### src/rtl/hps_reset_sequencer_if.sv
// Request/pulse bundle between the FPGA-side reset request logic and hps_reset_sequencer.
// The evt_cnt signal exists only when HPS_RSTSEQ_CNT_EN is defined.
interface hps_reset_sequencer_if;
    logic       cold_req_in;
    logic       warm_req_in;
    logic       dbg_req_in;
    logic       hps_cold_reset;
    logic       hps_warm_reset;
    logic       hps_dbg_reset;
    logic       busy;
    logic [1:0] last_src;
`ifdef HPS_RSTSEQ_CNT_EN
    logic [7:0] evt_cnt;

    modport master (
        output cold_req_in, warm_req_in, dbg_req_in,
        input  hps_cold_reset, hps_warm_reset, hps_dbg_reset, busy, last_src, evt_cnt
    );
    modport slave (
        input  cold_req_in, warm_req_in, dbg_req_in,
        output hps_cold_reset, hps_warm_reset, hps_dbg_reset, busy, last_src, evt_cnt
    );
`else
    modport master (
        output cold_req_in, warm_req_in, dbg_req_in,
        input  hps_cold_reset, hps_warm_reset, hps_dbg_reset, busy, last_src
    );
    modport slave (
        input  cold_req_in, warm_req_in, dbg_req_in,
        output hps_cold_reset, hps_warm_reset, hps_dbg_reset, busy, last_src
    );
`endif
endinterface

### src/rtl/hps_reset_sequencer.sv
// Edge-triggered, fixed-priority reset pulse sequencer for the HPS cold/warm/debug reset inputs.
// Define HPS_RSTSEQ_CNT_EN to add the saturating grant counter evt_cnt.
module hps_reset_sequencer #(
    parameter int unsigned PULSE_EXT             = 6,
    parameter int unsigned HOLDOFF               = 16,
    parameter int unsigned EDGE_TYPE             = 1,
    parameter int unsigned IGNORE_RST_WHILE_BUSY = 1
) (
    input  logic                  clk,
    input  logic                  reset,
    hps_reset_sequencer_if.slave  bus
);

    typedef enum logic [1:0] {S_IDLE, S_PULSE, S_HOLDOFF} state_e;
    typedef enum logic [1:0] {
        SRC_NONE = 2'd0,
        SRC_COLD = 2'd1,
        SRC_WARM = 2'd2,
        SRC_DBG  = 2'd3
    } src_e;

    localparam logic [7:0] PULSE_LOAD   = 8'(PULSE_EXT - 1);
    localparam logic [7:0] HOLD_LOAD    = (HOLDOFF == 0) ? 8'd0 : 8'(HOLDOFF - 1);
    localparam bit         KEEP_PENDING = (IGNORE_RST_WHILE_BUSY == 0);

    logic [2:0] req;        // bit 0 cold, bit 1 warm, bit 2 debug
    logic [2:0] req_dly_q;
    logic [2:0] edge_det;
    logic [2:0] pend_set;
    logic [2:0] pend_q;
    logic [2:0] pend_d;
    logic [2:0] rst_out_q;
    logic [7:0] cnt_q;
    logic       busy_q;
    logic       preempt;
    logic       busy_exit;
    state_e     state_q;
    src_e       src_q;
    src_e       last_src_q;
    src_e       grant_src;

    function automatic src_e pick_src(input logic [2:0] v);
        if (v[0]) return SRC_COLD;
        if (v[1]) return SRC_WARM;
        if (v[2]) return SRC_DBG;
        return SRC_NONE;
    endfunction

    function automatic logic [2:0] src_mask(input src_e s);
        case (s)
            SRC_COLD: return 3'b001;
            SRC_WARM: return 3'b010;
            SRC_DBG:  return 3'b100;
            default:  return 3'b000;
        endcase
    endfunction

    assign req      = {bus.dbg_req_in, bus.warm_req_in, bus.cold_req_in};
    assign edge_det = (EDGE_TYPE != 0) ? (req & ~req_dly_q) : (~req & req_dly_q);
    assign pend_set = KEEP_PENDING ? edge_det : 3'b000;

    // A cold edge cuts a warm/debug pulse short whatever the busy policy is.
    assign preempt   = (state_q == S_PULSE) && edge_det[0] && (src_q != SRC_COLD);
    // Last busy cycle: the next pulse may be granted here so no idle gap appears.
    assign busy_exit = (cnt_q == 8'd0) &&
                       (((state_q == S_PULSE) && (HOLDOFF == 0)) || (state_q == S_HOLDOFF));

    always_comb begin
        // NOTE: every always_comb output gets a default first so no path can infer a latch.
        grant_src = SRC_NONE;
        if (state_q == S_IDLE) begin
            grant_src = pick_src(edge_det | pend_q);
        end else if (preempt) begin
            grant_src = SRC_COLD;
        end else if (busy_exit) begin
            grant_src = pick_src(pend_q | pend_set);
        end
    end

    assign pend_d = (pend_q | pend_set) & ~src_mask(grant_src);

    // NOTE: sequential state uses non-blocking assignments only, so every register sees
    // pre-edge values regardless of statement order.
    always_ff @(posedge clk) begin
        if (reset) begin
            req_dly_q  <= req;
            pend_q     <= 3'b000;
            state_q    <= S_IDLE;
            cnt_q      <= 8'd0;
            src_q      <= SRC_NONE;
            last_src_q <= SRC_NONE;
            rst_out_q  <= 3'b000;
            busy_q     <= 1'b0;
        end else begin
            req_dly_q <= req;
            pend_q    <= pend_d;
            if (grant_src != SRC_NONE) begin
                state_q    <= S_PULSE;
                cnt_q      <= PULSE_LOAD;
                src_q      <= grant_src;
                last_src_q <= grant_src;
                rst_out_q  <= src_mask(grant_src);
                busy_q     <= 1'b1;
            end else begin
                case (state_q)
                    S_IDLE: ;
                    S_PULSE: begin
                        if (cnt_q == 8'd0) begin
                            rst_out_q <= 3'b000;
                            src_q     <= SRC_NONE;
                            if (HOLDOFF == 0) begin
                                state_q <= S_IDLE;
                                busy_q  <= 1'b0;
                            end else begin
                                state_q <= S_HOLDOFF;
                                cnt_q   <= HOLD_LOAD;
                            end
                        end else begin
                            cnt_q <= cnt_q - 8'd1;
                        end
                    end
                    S_HOLDOFF: begin
                        if (cnt_q == 8'd0) begin
                            state_q <= S_IDLE;
                            busy_q  <= 1'b0;
                        end else begin
                            cnt_q <= cnt_q - 8'd1;
                        end
                    end
                    default: begin
                        state_q   <= S_IDLE;
                        cnt_q     <= 8'd0;
                        src_q     <= SRC_NONE;
                        rst_out_q <= 3'b000;
                        busy_q    <= 1'b0;
                    end
                endcase
            end
        end
    end

    assign bus.hps_cold_reset = rst_out_q[0];
    assign bus.hps_warm_reset = rst_out_q[1];
    assign bus.hps_dbg_reset  = rst_out_q[2];
    assign bus.busy           = busy_q;
    assign bus.last_src       = last_src_q;

`ifdef HPS_RSTSEQ_CNT_EN
    logic [7:0] evt_cnt_q;

    always_ff @(posedge clk) begin
        if (reset) begin
            evt_cnt_q <= 8'd0;
        end else if ((grant_src != SRC_NONE) && (evt_cnt_q != 8'hFF)) begin
            evt_cnt_q <= evt_cnt_q + 8'd1;
        end
    end

    assign bus.evt_cnt = evt_cnt_q;
`endif

endmodule
### src/flat_wrapper.sv
// flat-port wrapper written by rule: the top's interface ports become plain ports
module hps_reset_sequencer_flat 
#(
    parameter int unsigned PULSE_EXT             = 6,
    parameter int unsigned HOLDOFF               = 16,
    parameter int unsigned EDGE_TYPE             = 1,
    parameter int unsigned IGNORE_RST_WHILE_BUSY = 1
)
  (clk, reset, bus_cold_req_in, bus_warm_req_in, bus_dbg_req_in, bus_hps_cold_reset, bus_hps_warm_reset, bus_hps_dbg_reset, bus_busy, bus_last_src);
  hps_reset_sequencer_if bus_i ();
  input  logic clk;
  input  logic reset;
  input wire logic [$bits(bus_i.cold_req_in)-1:0] bus_cold_req_in;
  input wire logic [$bits(bus_i.warm_req_in)-1:0] bus_warm_req_in;
  input wire logic [$bits(bus_i.dbg_req_in)-1:0] bus_dbg_req_in;
  output wire logic [$bits(bus_i.hps_cold_reset)-1:0] bus_hps_cold_reset;
  output wire logic [$bits(bus_i.hps_warm_reset)-1:0] bus_hps_warm_reset;
  output wire logic [$bits(bus_i.hps_dbg_reset)-1:0] bus_hps_dbg_reset;
  output wire logic [$bits(bus_i.busy)-1:0] bus_busy;
  output wire logic [$bits(bus_i.last_src)-1:0] bus_last_src;
  assign bus_i.cold_req_in = bus_cold_req_in;
  assign bus_i.warm_req_in = bus_warm_req_in;
  assign bus_i.dbg_req_in = bus_dbg_req_in;
  assign bus_hps_cold_reset = bus_i.hps_cold_reset;
  assign bus_hps_warm_reset = bus_i.hps_warm_reset;
  assign bus_hps_dbg_reset = bus_i.hps_dbg_reset;
  assign bus_busy = bus_i.busy;
  assign bus_last_src = bus_i.last_src;
  hps_reset_sequencer #(.PULSE_EXT(PULSE_EXT), .HOLDOFF(HOLDOFF), .EDGE_TYPE(EDGE_TYPE), .IGNORE_RST_WHILE_BUSY(IGNORE_RST_WHILE_BUSY)) u_core (.clk(clk), .reset(reset), .bus(bus_i));
endmodule
### config.mk
export PLATFORM = sky130hd
export DESIGN_NAME = hps_reset_sequencer_flat
export DESIGN_NICKNAME = d
export VERILOG_FILES = /design/src/rtl/hps_reset_sequencer_if.sv /design/src/rtl/hps_reset_sequencer.sv /design/src/flat_wrapper.sv
export SDC_FILE = /design/constraint.sdc
export NUM_CORES = 1
export LEC_CHECK = 0
export ABC_CLOCK_PERIOD_IN_PS = 2700
export CAP_MARGIN = 5
export CORE_MARGIN = 8
export CORE_UTILIZATION = 50
export CTS_CLUSTER_SIZE = 14
export DETAILED_ROUTE_END_ITERATION = 8
export GPL_TIMING_DRIVEN = 0
export PLACE_DENSITY = 0.68
export SLEW_MARGIN = 20
export SYNTH_ARGS = -nofsm -noshare
export SYNTH_HDL_FRONTEND = slang
export SYNTH_SLANG_ARGS = --single-unit
### constraint.sdc
create_clock -name clk -period 2.7 [get_ports clk]
set_input_delay 0.54 -clock clk [delete_from_list [all_inputs] [get_ports clk]]
set_output_delay 0.54 -clock clk [all_outputs]
set_load 0.02 [all_outputs]
==> results by group <==
Yosys
  • Ys async rst share: 0%
  • #FFs+latches synth: 24
  • Post-synth EDFFs: 0
  • Synth top area cells: dfxtp_1 39%, a21oi_1 8.2%, ha_1 5.1%
  • Dominant cell type by area after synthesis: dfxtp_1
  • Yosys warnings: 0
  • Mapped cell area: 1227 um2
  • Syn nets: 146
  • Sequential area share after synthesis: 39.14%
  • Most used DFF post-synth: dfxtp_1
  • Synth cell types: 45
  • Synthesized area per cell: 9.025 um2
  • Yosys top cell area share: 39.14%
  • Gate count of the mapped netlist: 136

Critical path
  • Number of buffers and inverters on the critical path: 1
  • Reg2Reg Setup Slack: 0.37 ns
  • CP Capture Type: flip-flop
  • Slowest-stage cell, CP: nor3b_1
  • Critical-path cell list: inv_1 > ha_1 > nor3b_1 > nand2_1 > a211o_1 > a32o_1
  • CP Launch Type: flip-flop
  • Worst Setup SP: u_core.cnt_q[0]
  • CP top delay family: simple AND/OR/NAND/NOR gates
  • Reg2Reg Capture Point: u_core.rst_out_q[2]
  • Max stage delay on crit path: 0.58 ns
  • Critical Path AT: 2.55 ns
  • Critical Path RT: 2.92 ns
  • Worst Reg-to-Reg Cells: 6
  • Crit-path max FO: 6
  • Crit path kind: flip-flop to flip-flop
  • Capture point of the worst path: u_core.rst_out_q[2]
  • Critical R2R Launch: u_core.cnt_q[0]
  • Stages on worst setup path: 6

Global route
  • Vias in the first global route: 1003
  • Global-route wire length before repair: 4319 um
  • Remaining Overflow, GRT: 0
  • All-Layer GR Usage: 12.33%
  • Initial antenna violation count: 0
  • Largest net degree at the start of global routing: 13

Placed design
  • Final GP Congestion: 0.8122
  • Pre-CTS setup slack: 0.1445 ns
  • Instance area at placement: 1365 um2
  • # port buffers: 10
  • Hpwl dp: 1874 um

STA
  • Relative slew margins: 52.87%
  • Max-slew violations: 0
  • RSZ-0062 raised after global routing: no
  • Tightest Pin Transition: 0.6996 ns
  • Setup ws final: 0.3663 ns
  • Final min period: 2.334 ns
  • Period utilization: 86.43%
  • Hold Vio Cnt, Final: 0
  • Setup TNS: 0 ns
  • Skew final: 0.008658 ns
  • Fmax: 0.4285 GHz
  • Final setup fails: 0

Routing
  • Drt wl/cell: 14.26 um
  • Vias: 1040
  • Met2 Wirelength: 1218 um
  • WL met3: 103 um
  • Final ANT Viol Nets: 0
  • DRT iter0 DRCs: 22
  • Final WL: 2553 um
  • # DRC: 0
  • Drt via density: 5.810
  • Metal1 wirelength: 1195 um
  • Initial DRT Pass Iterations: 4
  • Highest metal used: met4

Floorplanning
  • I/O pin count: 11
  • Initial Utilization: 50.93%
  • Core area: 2410 um2
  • Die width: 65.55 um
  • Placement Rows: 18
  • DIE HEIGHT: 65.55 um
  • Die footprint: 4296 um2

Power
  • Pleak: 0.0005008 uW
  • Peak VDD IR: 0.0004268 V
  • Cell Pwr Density: 741.5 nW/um2

Worst hold path
  • Worst Hold Class: flip-flop to flip-flop

Finish
  • Syn-to-layout area delta: 13.05%
  • Layout cells sized above 1: 10.07%
  • Number of fill cells: 219
  • ANT cells: 0
  • Fin nets: 161
  • Storage cell area: 480.5 um2
  • Finished Cell Area: 1388 um2
  • Multi-input gate area: 685.7 um2

CTS
  • H-tree levels: 1
  • CTS tree: yes
  • Post-CTS setup buffers: 0
  • # hold bufs at CTS: 0
  • Root buffer cell: clkbuf_4
  • Clk_lat worst skew: 0.32 ns
  • CTS buffer count: 3
  • Post-CTS sizing: 0
  • Clk sinks: 24
  • Clock-pin transition on the worst setup and hold timing paths: 0.13 ns
  • Clk buf depth: 2

Job
  • Max-cap violations: 0

Run status
  • Status: finished clean
[stage by stage]
step           utilization [%]  total power (uW)  hold slack [ns]  cells
6_report                 57.58              1029           0.4619    179
2_1_floorplan                -             766.0           0.4428    136
3_5_place_dp             56.65             877.5           0.4514    176
4_1_cts                  57.58              1033           0.4656    179
5_1_grt                  57.58              1093           0.4969    179
3_3_place_gp             56.65             868.1           0.4428    176
[worst min-delay path: stages, from the launching register on]
cell     delay [ns]
dfxtp_1        0.33
nand2_1        0.05
a21oi_1        0.05
[registers in the layout, summed over array words and instances, names as in the netlist]
name and cells:
u_core.src_q 2, u_core.pend_q 3, u_core.cnt_q 8, u_core.state_q 2, u_core.rst_out_q 3, u_core.bus.last_src 2, u_core.req_dly_q 3, u_core.bus.busy 1
[worst min-delay path by stage]
stage,from,endpoint,slack (ns),cells after the start
detailed placement,u_core.bus.last_src[1],u_core.bus.last_src[1],0.45,2
global route,u_core.bus.last_src[1],u_core.bus.last_src[1],0.50,2
CTS,u_core.bus.last_src[1],u_core.bus.last_src[1],0.47,2
floorplan,u_core.src_q[1],u_core.src_q[1],0.44,2
global placement,u_core.rst_out_q[1],u_core.rst_out_q[1],0.44,2
finish,u_core.bus.last_src[1],u_core.bus.last_src[1],0.46,2
[layout by cell type (no fill, tap or decap), types with 4 or more instances in the layout]
cell              n
ha_1              5
clkdlybuf4s50_1  10
clkbuf_1          4
dfxtp_1          24
inv_1             8
nor3_1            7
a21oi_1          20
nand2b_1          4
nand3_1           4
a211oi_1          4
nor2_1            8
nand2_1           7
[power breakdown]
group          internal (uW)  switching, uW
sequential               396           36.6
combinational            186            255
clock                   52.3            103
total                    634            395
[Yosys cell counts, types with 2 or more instances]
library cell,n
dfxtp_1,24
a21oi_1,20
inv_1,8
nor2_1,8
nand2_1,7
nor3_1,7
ha_1,5
a211oi_1,4
clkbuf_1,4
nand2b_1,4
nand3_1,4
nor2b_1,3
o21ai_0,3
nand4_1,2
o22ai_1,2
xnor2_1,2
[cell families after synthesis]
kind of cell    after synthesis  synth area share, %
compound gates               42                22.22
xor+xnor                      3                2.141
buf+inv                      14                4.994
fa+ha+maj                     5                5.097
simple gates                 48                26.40
flops                        24                39.14
[area by class of cell]
type | count | share of cell area, %
inverter | 8 | 2.164
timing repair buffer | 10 | 7.214
sequential | 24 | 34.63
buffer | 6 | 2.254
tap | 30 | 2.705
clock buffer | 3 | 1.623
multi-input combinational | 98 | 49.41
[layer usage]
| layer | vias to the layer above | GRT usage, % |
|---|---|---|
| li1 | 527 | - |
| met1 | 487 | 14.19 |
| met2 | 21 | 20.42 |
| met3 | 5 | 3.741 |
| met4 | 0 | 5.722 |
| met5 | - | 0 |
(Power assumes the default switching activity.)
